### config.mk
export PLATFORM = sky130hd
export DESIGN_NAME = bt_uart_tx
export DESIGN_NICKNAME = d
export VERILOG_FILES = /design/src/rtl/bt_uart_pkg.sv /design/src/rtl/bt_sync_fifo.sv /design/src/rtl/bt_uart_tx.sv
export SDC_FILE = /design/constraint.sdc
export NUM_CORES = 1
export LEC_CHECK = 0
export ABC_AREA = 1
export CAP_MARGIN = 20
export CORE_ASPECT_RATIO = 1.2
export CORE_MARGIN = 1
export CORE_UTILIZATION = 36
export CTS_BUF_LIST = sky130_fd_sc_hd__clkbuf_2 sky130_fd_sc_hd__clkbuf_4 sky130_fd_sc_hd__clkbuf_8
export DETAILED_ROUTE_END_ITERATION = 8
export HOLD_SLACK_MARGIN = 0.02
export MAX_ROUTING_LAYER = met4
export SYNTH_ARGS = -nofsm -noshare
export SYNTH_HDL_FRONTEND = slang
export SYNTH_HIERARCHICAL = 1
export SYNTH_SLANG_ARGS = --single-unit
### constraint.sdc
create_clock -name clk -period 2.26 [get_ports clk]
set_input_delay 0.565 -clock clk [delete_from_list [all_inputs] [get_ports clk]]
set_output_delay 0.565 -clock clk [all_outputs]
set_load 0.01 [all_outputs]
### src/rtl/bt_uart_pkg.sv
// bt_uart shared definitions: FSM encoding and baud helpers.
// Common to bt_uart_tx and the future bt_uart_rx.
package bt_uart_pkg;

  typedef enum logic [1:0] {
    IDLE  = 2'd0,
    START = 2'd1,
    DATA  = 2'd2,
    STOP  = 2'd3
  } tx_state_e;

  localparam int DEF_CLK_HZ = 50_000_000;
  localparam int DEF_BAUD   = 9600;
  localparam int DATA_BITS  = 8;

  function automatic int clks_per_bit(
    input int clk_hz,
    input int baud
  );
    return clk_hz / baud;
  endfunction

  function automatic int baud_cnt_w(
    input int clk_hz,
    input int baud
  );
    return $clog2(clks_per_bit(clk_hz, baud));
  endfunction

endpackage

### src/rtl/bt_sync_fifo.sv
// bt_sync_fifo: small synchronous FIFO, show-ahead read port.
// Writes are gated by full as seen at the start of the cycle.
module bt_sync_fifo #(
  parameter int WIDTH = 8,
  parameter int DEPTH = 4
) (
  input  logic                     clk,
  input  logic                     rst,
  input  logic                     push,
  input  logic                     pop,
  input  logic [WIDTH-1:0]         din,
  output logic [WIDTH-1:0]         dout,
  output logic                     full,
  output logic                     empty,
  output logic [$clog2(DEPTH):0]   count
);

  localparam int AW = $clog2(DEPTH);
  localparam logic [AW:0] FULL_CNT = (AW+1)'(DEPTH);

  logic [WIDTH-1:0] mem [DEPTH];
  logic [AW-1:0]    wr_ptr;
  logic [AW-1:0]    rd_ptr;
  logic             wr_en;
  logic             rd_en;

  assign full  = (count == FULL_CNT);
  assign empty = (count == '0);
  assign wr_en = push & ~full;
  assign rd_en = pop & ~empty;
  assign dout  = mem[rd_ptr];

  always_ff @(posedge clk) begin
    if (wr_en) mem[wr_ptr] <= din;
  end

  always_ff @(posedge clk) begin
    if (rst) begin
      wr_ptr <= '0;
      rd_ptr <= '0;
      count  <= '0;
    end else begin
      if (wr_en) wr_ptr <= wr_ptr + AW'(1);
      if (rd_en) rd_ptr <= rd_ptr + AW'(1);
      unique case ({wr_en, rd_en})
        2'b10:   count <= count + (AW+1)'(1);
        2'b01:   count <= count - (AW+1)'(1);
        default: count <= count;
      endcase
    end
  end

endmodule

### src/rtl/bt_uart_tx.sv
// bt_uart_tx: buffers strobed bytes and sends them as 8N1 frames.
// tx is registered; back-to-back frames are gapless.
module bt_uart_tx
  import bt_uart_pkg::*;
#(
  parameter int CLK_HZ     = DEF_CLK_HZ,
  parameter int BAUD       = DEF_BAUD,
  parameter int FIFO_DEPTH = 4
) (
  input  logic       clk,
  input  logic       rst,
  input  logic       in_valid,
  input  logic [7:0] in_data,
  output logic       in_ready,
  output logic       tx,
  output logic       busy,
  output logic       overflow
);

  localparam int CPB  = clks_per_bit(CLK_HZ, BAUD);
  localparam int CW   = baud_cnt_w(CLK_HZ, BAUD);
  localparam int CNTW = $clog2(FIFO_DEPTH) + 1;
  localparam logic [CW-1:0] BAUD_LAST = CW'(CPB - 1);

  tx_state_e       state_q, state_d;
  logic [CW-1:0]   baud_q, baud_d;
  logic [2:0]      bit_q, bit_d;
  logic [7:0]      shift_q, shift_d;
  logic            tx_q, tx_d;
  logic            pop;
  logic            baud_tick;
  logic [7:0]      fifo_dout;
  logic            full;
  logic            empty;
  logic [CNTW-1:0] fifo_count;

  bt_sync_fifo #(
    .WIDTH (8),
    .DEPTH (FIFO_DEPTH)
  ) u_fifo (
    .clk   (clk),
    .rst   (rst),
    .push  (in_valid),
    .pop   (pop),
    .din   (in_data),
    .dout  (fifo_dout),
    .full  (full),
    .empty (empty),
    .count (fifo_count)
  );

  assign in_ready  = ~full;
  assign overflow  = in_valid & full;
  assign busy      = (state_q != IDLE) | (fifo_count != '0);
  assign tx        = tx_q;
  assign baud_tick = (baud_q == BAUD_LAST);

  always_ff @(posedge clk) begin
    if (rst) begin
      state_q <= IDLE;
      baud_q  <= '0;
      bit_q   <= '0;
      shift_q <= '0;
      tx_q    <= 1'b1;
    end else begin
      state_q <= state_d;
      baud_q  <= baud_d;
      bit_q   <= bit_d;
      shift_q <= shift_d;
      tx_q    <= tx_d;
    end
  end

  always_comb begin
    state_d = state_q;
    baud_d  = baud_q;
    bit_d   = bit_q;
    shift_d = shift_q;
    tx_d    = tx_q;
    pop     = 1'b0;
    unique case (state_q)
      IDLE: begin
        tx_d = 1'b1;
        if (!empty) begin
          pop     = 1'b1;
          shift_d = fifo_dout;
          baud_d  = '0;
          state_d = START;
          tx_d    = 1'b0;
        end
      end
      START: begin
        if (baud_tick) begin
          baud_d  = '0;
          bit_d   = '0;
          state_d = DATA;
          tx_d    = shift_q[0];
        end else begin
          baud_d = baud_q + CW'(1);
        end
      end
      DATA: begin
        if (baud_tick) begin
          baud_d = '0;
          if (bit_q == 3'd7) begin
            state_d = STOP;
            tx_d    = 1'b1;
          end else begin
            bit_d   = bit_q + 3'd1;
            shift_d = {1'b0, shift_q[7:1]};
            tx_d    = shift_q[1];
          end
        end else begin
          baud_d = baud_q + CW'(1);
        end
      end
      STOP: begin
        if (baud_tick) begin
          baud_d = '0;
          // chain straight into the next start bit when more data waits
          if (!empty) begin
            pop     = 1'b1;
            shift_d = fifo_dout;
            state_d = START;
            tx_d    = 1'b0;
          end else begin
            state_d = IDLE;
            tx_d    = 1'b1;
          end
        end else begin
          baud_d = baud_q + CW'(1);
        end
      end
      default: begin
        state_d = IDLE;
        tx_d    = 1'b1;
      end
    endcase
  end

endmodule

==> results.json, run 1 <==
{
  "rows": 38,
  "irDropWorstVdd_uv": 452.4,
  "yosys.area.top_type": "edfxtp_1",
  "pwr-share-clk_pct": 23.6,
  "period_share_pct": 99.11,
  "overflow": 0,
  "fp.dieH_um": 108.3,
  "power_frac_seq_pct": 36.8,
  "ys_types": 33,
  "drt-met1-wl_um": 3096,
  "die-area_um2": 9805,
  "cts_tree": "yes",
  "path_clk_slew_ns": 0.09,
  "cp_num_buf_inv": 5,
  "synth_area_leaders": "edfxtp_1 (28%), dfxtp_1 (21%), nand2_1 (11%), nor2_1 (5.6%), ha_1 (5.2%)",
  "p_int_uw": 2777,
  "cts.path.max_buffers": 2,
  "drt_iter0_markers": 115,
  "slowest_stage": "dfxtp_2",
  "cap_violations": 0,
  "p_per_area_nw_per_um2": 1035,
  "finalInstanceArea_um2": 4242,
  "critical_path.max_stage_delay_ns": 0.36,
  "r2r_slack_ns": 0.02,
  "skew_ns": 0.01113,
  "place_area_um2": 3974,
  "setup_viol_count_final": 0,
  "r2r_start": "baud_q[1]",
  "diodes": 0,
  "track_usage_pct": 16.19,
  "cp-end-kind": "flop",
  "rsz0062_at_grt": "true",
  "worstSetupStartpointType": "flop",
  "totalWireLength_um": 7026,
  "fmax_mhz": 446.5,
  "pwr-share-comb_pct": 39.6,
  "antenna_found_initial": 0,
  "syn_area_um2": 3388,
  "dp_hpwl_um": 5158,
  "final_core_util_pct": 46.71,
  "hold_class": "reg -> reg",
  "worstHoldStart": "shift_q[4]",
  "slew_violations": 0,
  "io_pins": 15,
  "area_delta_synth_final_pct": 25.18,
  "holdBufCountCts": 0,
  "async_flop_share_pct": 0,
  "switching_share_pct": 36.75,
  "cts_buffers": 9,
  "nets": 497,
  "cts-root-buf": "clkbuf_8",
  "drive_above_1_share_pct": 22.06,
  "synth_ff_type": "dfxtp_1",
  "synth_edf_count": 32,
  "syn_area_per_cell_um2": 8.284,
  "crit_chain": "ha_4, nand2_4, nor2_4, nand3_4, nand2_2, inv_2, a211oi_4, inv_1, nor2_2, ha_2, inv_2, fa_2, inv_2, nand2_1, nand3_1, nand2_1, inv_1, nor2_1",
  "grt_pass1_wl_um": 12140,
  "tightestPinTransition_ns": 0.4540,
  "p_leak_uw": 0.001719,
  "portBuffers": 14,
  "grt_pass1_vias": 2742,
  "ys_seq_elements": 68,
  "antenna_left": 0,
  "arrival_ns": 2.50,
  "finalHoldViolCount": 0,
  "start_util_pct": 37.31,
  "drc": 0,
  "vias": 2799,
  "synthCells": 409,
  "ys_seq_area_share_pct": 49.63,
  "cp.required_ns": 2.52,
  "p_switching_uw": 1614,
  "status": "finished clean",
  "synth_commonest_cells": "nand2_1 (96), nor2_1 (51), inv_1 (37), dfxtp_1 (36), nand3_1 (35)",
  "core_area_um2": 9081,
  "cts_sinks": 68,
  "die_w_um": 90.56,
  "syn-num-nets": 435,
  "cp-startpoint": "baud_q[1]",
  "dr_wl_met2_um": 3618,
  "routedWlPerCell_um": 11.79,
  "viasPerCell": 4.696,
  "timing_worst_setup_path_type": "reg -> reg",
  "worstPathMaxFanout": 3,
  "wl_met3_um": 210,
  "synth_top_area_share_pct": 28.36,
  "clock_latency_ns": 0.35,
  "htree_levels": 3,
  "cp_top_family": "adder cells",
  "yosysMostFrequentCell": "nand2_1",
  "top_layer_used": "met4",
  "crit_path_frequent_cell": "inv_2",
  "firstDrtPassIters": 4,
  "place_congestion": 0.8635,
  "fin_crit_ns": 2.240,
  "yosysWarnings": 6,
  "slew_headroom_pct": 69.70,
  "grt_max_degree": 19
}
## sequential cells by signal (all words and copies together) (netlist names), named ones only
register,count
baud_q,13
bit_q,3
shift_q,8
state_q,2
tx,1
u_fifo/count,3
u_fifo/mem,32
u_fifo/rd_ptr,2
u_fifo/wr_ptr,2
## cell families after synthesis
kind of cell	synth area share (%)
buffers and inverters	6.388
DFF	49.63
and+or+nand+nor	26.26
adders and majority gates	5.761
AOI/OAI and AO/OA	11.97
## timing repair
| action | CTS | global route |
|---|---|---|
| setup endpoints to repair | 3 | 2 |
| pin swaps | 5 | 6 |
| resized for setup | 8 | 4 |
| setup buffers | 3 | 2 |
## metal layers
layer / global-route usage, % / vias to the layer above
met4: 7.719 / 0
met5: - / -
li1: - / 1477
met2: 28.03 / 35
met3: 2.954 / 11
met1: 18.10 / 1276
## final timing paths
kind / cells after the start / endpoint
setup reg to reg: 18 / u_fifo/count[2]
setup / recovery: 18 / u_fifo/count[2]
hold reg to reg: 2 / shift_q[4]
hold / removal: 2 / shift_q[4]
## through the flow
step | power, uW | TNS (ns) | hold WS (ns) | worst slack, ns | instances
2_1_floorplan | 2716 | -0.002136 | 0.4398 | -0.002136 | 409
3_3_place_gp | 3270 | 0 | 0.4495 | 0.04143 | 575
3_5_place_dp | 3311 | -0.02120 | 0.4550 | -0.02120 | 575
4_1_cts | 4407 | -0.006176 | 0.4661 | -0.006176 | 594
5_1_grt | 4733 | -0.2266 | 0.4806 | -0.1695 | 596
6_report | 4390 | 0 | 0.4629 | 0.02020 | 596
## power by group through the flow
stage	sequential, uW	combinational, uW	clock (uW)
2_1_floorplan	1630	1090	0
3_3_place_gp	1640	1630	0
3_5_place_dp	1640	1670	0
4_1_cts	1620	1720	1070
5_1_grt	1650	1960	1130
6_report	1620	1740	1040
## worst reg2reg max path, stage by stage (launching register included)
cell and delay (ns):
dfxtp_2 0.36, ha_4 0.15, nand2_4 0.06, nor2_4 0.10, nand3_4 0.07, nand2_2 0.08
inv_2 0.05, a211oi_4 0.22, inv_1 0.08, nor2_2 0.10, ha_2 0.19, inv_2 0.04
fa_2 0.35, inv_2 0.05, nand2_1 0.06, nand3_1 0.07, nand2_1 0.05, inv_1 0.04
nor2_1 0.03
## placed cells by master (no fill, tap or decap), drive strengths merged
| cell | n |
|---|---|
| nand2 | 100 |
| nor2 | 56 |
| inv | 48 |
| buf | 44 |
| nand3 | 36 |
| dfxtp | 36 |
| edfxtp | 32 |
| a21oi | 31 |
| o21ai | 26 |
| ha | 14 |
| clkdlybuf4s50 | 12 |
| clkbuf | 9 |
| o22ai | 8 |
| nand4 | 6 |
| clkinv | 3 |
| or2 | 3 |
| a211oi | 2 |
| nor3 | 2 |
| dlygate4sd2 | 2 |
| o31ai | 1 |
| o211ai | 1 |
| bufinv | 1 |
| clkinvlp | 1 |
| nand3b | 1 |
| fa | 1 |
## final cells by class
| type | instances | area, um^2 |
|---|---|---|
| clock buffers | 9 | 123.9 |
| fillers | 901 | 4840 |
| flip-flops and latches | 68 | 1692 |
| well taps | 120 | 150.1 |
| inverters | 46 | 173.9 |
| repair buffers | 58 | 467.9 |
| multi-input cells | 288 | 1553 |
| clock inverters | 7 | 81.33 |
Power figures use the tool's default switching activity.
==> run 2: changes to the inputs <==
Settings changed: ABC_AREA 1 to default, CORE_ASPECT_RATIO 1.2 to 1.75, CORE_MARGIN 1 to 1.5.
==> run 2 against run 1 <==
The run now ends with setup timing left. Clock skew is 0.0056 ns lower. Clock power is 4% lower. Flip-flop and latch count stayed put. Total power is 2.1% higher. Register-to-register slack worse by 0.12 ns. Critical path type unchanged. Critical endpoint unchanged. Largest cell class unchanged.
==> results.json, run 2 <==
{
  "status": "finished with violations",
  "failed_checks": "setup timing",
  "path_clk_slew_ns": 0.07,
  "synthCells": 270,
  "worstSetupStartpointType": "flop",
  "firstDrtPassIters": 4,
  "overflow": 0,
  "diodes": 0,
  "synth_commonest_cells": "dfxtp_1 (36), edfxtp_1 (32), a21oi_1 (20), nor2_1 (17)",
  "start_util_pct": 36.72,
  "cts_tree": "yes",
  "placedCellCount": 432,
  "cap_violations": 0,
  "grt_pass1_vias": 2336,
  "period_share_pct": 104.2,
  "drive_above_1_share_pct": 29.34,
  "timing_worst_setup_path_type": "reg -> reg",
  "skew_ns": 0.005575,
  "irDropWorstVdd_uv": 560.6,
  "tightestPinTransition_ns": 0.4825,
  "ys_seq_elements": 68,
  "worstPathMaxFanout": 2,
  "antenna_left": 0,
  "regMostFlops": "u_fifo/mem",
  "final_cell_mix": "buf_4 (40), edfxtp_1 (32), dfxtp_1 (29)",
  "htree_levels": 3,
  "p_leak_uw": 0.001470,
  "totalWireLength_um": 6542,
  "fin_crit_ns": 2.355,
  "arrival_ns": 2.64,
  "drc": 0,
  "slew_violations": 0,
  "final_common_cell": "buf_4",
  "cp-end-kind": "flop",
  "syn_area_per_cell_um2": 11.71,
  "ys_types": 51,
  "drt_iter0_markers": 66,
  "grt_pass1_wl_um": 10870,
  "ff_latch_area_um2": 1695,
  "r2r_slack_ns": -0.1,
  "nets": 355,
  "syn_area_um2": 3163,
  "place_congestion": 0.8343,
  "rsz0062_at_grt": "true",
  "fmax_mhz": 424.6,
  "synth_edf_count": 32,
  "die-area_um2": 9380,
  "fin_cells": 451,
  "track_usage_pct": 15.94,
  "portBuffers": 14,
  "setup_viol_count_final": 1,
  "die_w_um": 73.86,
  "clock_latency_ns": 0.35,
  "synth_ff_type": "dfxtp_1",
  "yosys.area.top_type": "edfxtp_1",
  "core_area_um2": 8615,
  "multi_input_comb_area_um2": 1445,
  "hold_class": "reg -> reg",
  "setup_tns_ns": -0.09537,
  "cts.path.max_buffers": 2,
  "p_per_area_nw_per_um2": 1103,
  "grt_max_degree": 17,
  "viasPerCell": 5.078,
  "dp_hpwl_um": 4696,
  "area_delta_synth_final_pct": 28.40,
  "routedWlPerCell_um": 14.51,
  "place_ws_ns": -0.1231,
  "yosysWarnings": 6,
  "slew_headroom_pct": 67.50,
  "finalHoldViolCount": 0,
  "largest_reg_flops": 32,
  "nFillCells": 825,
  "vias": 2290,
  "setup_slack_ns": -0.09537,
  "cts-root-buf": "clkbuf_8",
  "cp.required_ns": 2.54,
  "top_regs": "u_fifo/mem x32, baud_q x13, shift_q x8",
  "cts_sinks": 68,
  "rows": 45,
  "antenna_found_initial": 0,
  "synth_area_leaders": "edfxtp_1 (30%), dfxtp_1 (23%), mux4_2 (5.7%), ha_1 (5.5%), a21oi_1 (3.2%)",
  "ys_seq_area_share_pct": 53.16,
  "total_power_uw": 4481,
  "async_flop_share_pct": 0,
  "yosysMostFrequentCell": "dfxtp_1",
  "cts_buffers": 9,
  "fp.dieH_um": 127,
  "syn-num-nets": 296,
  "synth_top_area_share_pct": 30.38,
  "io_pins": 15
}
-- run 2: routing by layer --
layer / wire length, um / track usage (%) / part of all wire, %
met5: 0 / - / 0
met2: 3726 / 28.67 / 57
met1: 2493 / 15.06 / 38
met4: 146 / 7.625 / 2.2
met3: 175 / 4.338 / 2.7
-- run 2: power breakdown --
part	switching, uW	total [uW]	internal [uW]
sequential	94.8	1560	1470
combinational	1030	1920	891
clock	482	1000	521
-- run 2: kinds of logic (layout without fill, tap and decap cells) --
family          Yosys count  after routing  share of synthesized area, %
fa+ha+maj                15             15                         6.171
simple gates             70             70                         12.50
flops                    68             68                         53.16
xor+xnor                  6              6                         1.661
mux                      17             17                         8.544
compound gates           68             68                         14.56
buf+inv                  26             90                         3.402
-- run 2: per-stage QoR --
stage	hold WS [ns]	util, %	cell area (um^2)
2_1_floorplan	0.4573	-	3217
3_3_place_gp	0.4731	44.27	3814
3_5_place_dp	0.4829	44.27	3814
4_1_cts	0.4933	46.74	4026
5_1_grt	0.5295	47.15	4061
6_report	0.4900	47.15	4061
-- run 2: path summary, 6_finish.rpt --
check,cells after the start,to,startpoint
min,2,u_fifo/rd_ptr[1],u_fifo/rd_ptr[1]
max,11,u_fifo/count[2],baud_q[8]
max reg2reg,11,u_fifo/count[2],baud_q[8]
min reg2reg,2,u_fifo/rd_ptr[1],u_fifo/rd_ptr[1]
-- run 2: repair_timing --
action / CTS / global route
pin swaps: 1 / 2
resized for setup: 6 / 8
setup buffers: 1 / 2
setup endpoints to repair: 3 / 4
hold buffers: 0 / 0
-- run 2: layout make-up --
type / instances / share of cell area [%]
tap: 117 / 3.604
inverter: 16 / 1.479
sequential: 68 / 41.74
clock inverter: 6 / 1.633
clock buffer: 10 / 3.235
multi-input combinational: 176 / 35.58
timing repair buffer: 58 / 12.72
-- run 2: worst max-delay path: stages, from the launching register on --
cell     delay (ns)
dfxtp_2        0.34
nor4b_4        0.37
a31oi_4        0.15
nor2_4         0.14
o31ai_2        0.09
inv_1          0.07
ha_2           0.18
inv_2          0.04
fa_2           0.33
xor2_1         0.15
or3_1          0.30
a21oi_1        0.12
==> run 3: changes to the inputs <==
Settings changed: CORE_UTILIZATION 36 to 48, HOLD_SLACK_MARGIN 0.02 to default, PLACE_DENSITY_LB_ADDON from default to 0.12.
==> run 3 against run 2 <==
The run still ends with setup timing left. Total power increased by 3.2%. Critical path depth grew 1. Cell area up 0.62%. Worst setup slack lost 0.0064 ns. Critical endpoint unchanged. Largest cell class unchanged.
==> results.json, run 3 (synthesis gave the netlist of run 2 again) <==
{
  "critical_path.max_stage_delay_ns": 0.34,
  "cts_buffers": 9,
  "place_congestion": 0.7910,
  "die_w_um": 64.37,
  "viasPerCell": 5.521,
  "firstDrtPassIters": 7,
  "skew_ns": 0.01088,
  "drive_above_1_share_pct": 30.29,
  "failed_checks": "setup timing",
  "grt_pass1_wl_um": 10250,
  "top_regs": "u_fifo/mem x32, baud_q x13, shift_q x8",
  "cap_violations": 0,
  "vias": 2330,
  "clock_latency_ns": 0.35,
  "nets": 361,
  "dp_hpwl_um": 4689,
  "switching_share_pct": 34.11,
  "crit_chain": "nor4b_4, buf_4, a31oi_4, nor2_2, o31ai_2, inv_1, ha_2, inv_2, fa_2, xor2_1, or3_1, a21oi_1",
  "fp.dieH_um": 110.4,
  "p_leak_uw": 0.001521,
  "p_switching_uw": 1577,
  "antenna_found_initial": 0,
  "pwr-share-clk_pct": 24.9,
  "final_common_cell": "buf_4",
  "cp.required_ns": 2.54,
  "totalWireLength_um": 6363,
  "regMostFlops": "u_fifo/mem",
  "p_per_area_nw_per_um2": 1132,
  "slowest_stage": "dfxtp_2",
  "slew_violations": 0,
  "setup_viol_count_final": 1,
  "cts_tree": "yes",
  "cp-end-kind": "flop",
  "final_cell_mix": "buf_4 (46), edfxtp_1 (32), dfxtp_1 (29)",
  "setup_slack_ns": -0.1017,
  "portBuffers": 14,
  "worstSetupStartpointType": "flop",
  "rows": 39,
  "drt_iter0_markers": 90,
  "power_frac_seq_pct": 33.9,
  "fin_crit_ns": 2.362,
  "setup_tns_ns": -0.1017,
  "finalHoldViolCount": 0,
  "irDropWorstVdd_uv": 668.3,
  "grt_pass1_vias": 2292,
  "fmax_mhz": 423.4,
  "cts-root-buf": "clkbuf_8",
  "grt_max_degree": 20,
  "htree_levels": 3,
  "core_area_um2": 6441,
  "io_pins": 15,
  "slew_headroom_pct": 65.99,
  "rsz0062_at_grt": "true",
  "placedCellCount": 398,
  "largest_reg_flops": 32,
  "path_clk_slew_ns": 0.08,
  "whs_ns": 0.5006,
  "overflow": 0,
  "diodes": 0,
  "p_int_uw": 3047,
  "start_util_pct": 49.11,
  "routedWlPerCell_um": 15.08,
  "arrival_ns": 2.64,
  "die-area_um2": 7105,
  "worstPathMaxFanout": 4,
  "status": "finished with violations",
  "hold_class": "reg -> reg",
  "antenna_left": 0,
  "place_ws_ns": -0.1174,
  "track_usage_pct": 19.90,
  "drc": 0,
  "cts_sinks": 68,
  "timing_worst_setup_path_type": "reg -> reg",
  "area_delta_synth_final_pct": 29.19,
  "period_share_pct": 104.5,
  "tightestPinTransition_ns": 0.5078,
  "pwr-share-comb_pct": 41.3,
  "cts.path.max_buffers": 2,
  "final_core_util_pct": 63.44,
  "fin_cells": 422
}
==> run 3: final timing paths <==
path                    start               to  slack [ns]  cells past startpoint
min          u_fifo/rd_ptr[1]             flop        0.50                      2
max reg2reg         baud_q[8]  u_fifo/count[2]       -0.10                     12
min reg2reg  u_fifo/rd_ptr[1]             flop        0.50                      2
max                 baud_q[8]  u_fifo/count[2]       -0.10                     12
==> run 3: layer usage <==
metal	up-vias	GRT usage, %	routed length [um]
met2	40	37.13	3577
met1	1122	18.92	2459
met5	-	-	0
li1	1155	-	-
met4	0	9.574	187
met3	13	4.772	139
==> run 3: power groups by stage <==
| stage | Sequential, uW | Clock, uW | Combinational, uW |
|---|---|---|---|
| 2_1_floorplan | 1590 | 0 | 1180 |
| 3_3_place_gp | 1590 | 0 | 1800 |
| 3_5_place_dp | 1590 | 0 | 1830 |
| 4_1_cts | 1570 | 1180 | 1850 |
| 5_1_grt | 1590 | 1230 | 2110 |
| 6_report | 1570 | 1150 | 1910 |
==> run 3: cell type report <==
cell class,instances,area (um^2)
Clock buffer,10,137.6
Clock inverter,6,95.09
Fill cell,533,2355
Inverter,16,60.06
Multi-Input combinational cell,176,1436
Sequential cell,68,1695
Tap cell,82,102.6
Timing Repair Buffer,64,559.3
==> run 3: timing repair <==
item                                   4_1_cts  5_1_grt
pin swaps                                    1        1
gates resized for setup                      8        3
setup endpoints to repair                    4        4
hold buffers                                 0        0
setup buffers                                3        5
endpoints found under the hold margin        0        0
==> run 3: critical path, delay by kind of cell, from the launching register on <==
kind,cells,cell delay [ns]
AND/OR/NAND/NOR,3,0.71
adder cells (fa/ha/maj),2,0.51
flip-flops,1,0.34
AO/OA/AOI/OAI,3,0.31
buffers and inverters,3,0.28
XOR/XNOR,1,0.15
==> run 3: metrics by stage <==
stage	area, um^2	power, uW
final	4086	4625
after global placement	3777	3391
after CTS	4035	4600
after detailed placement	3777	3417
after floorplan	3217	2773
after global routing	4086	4926
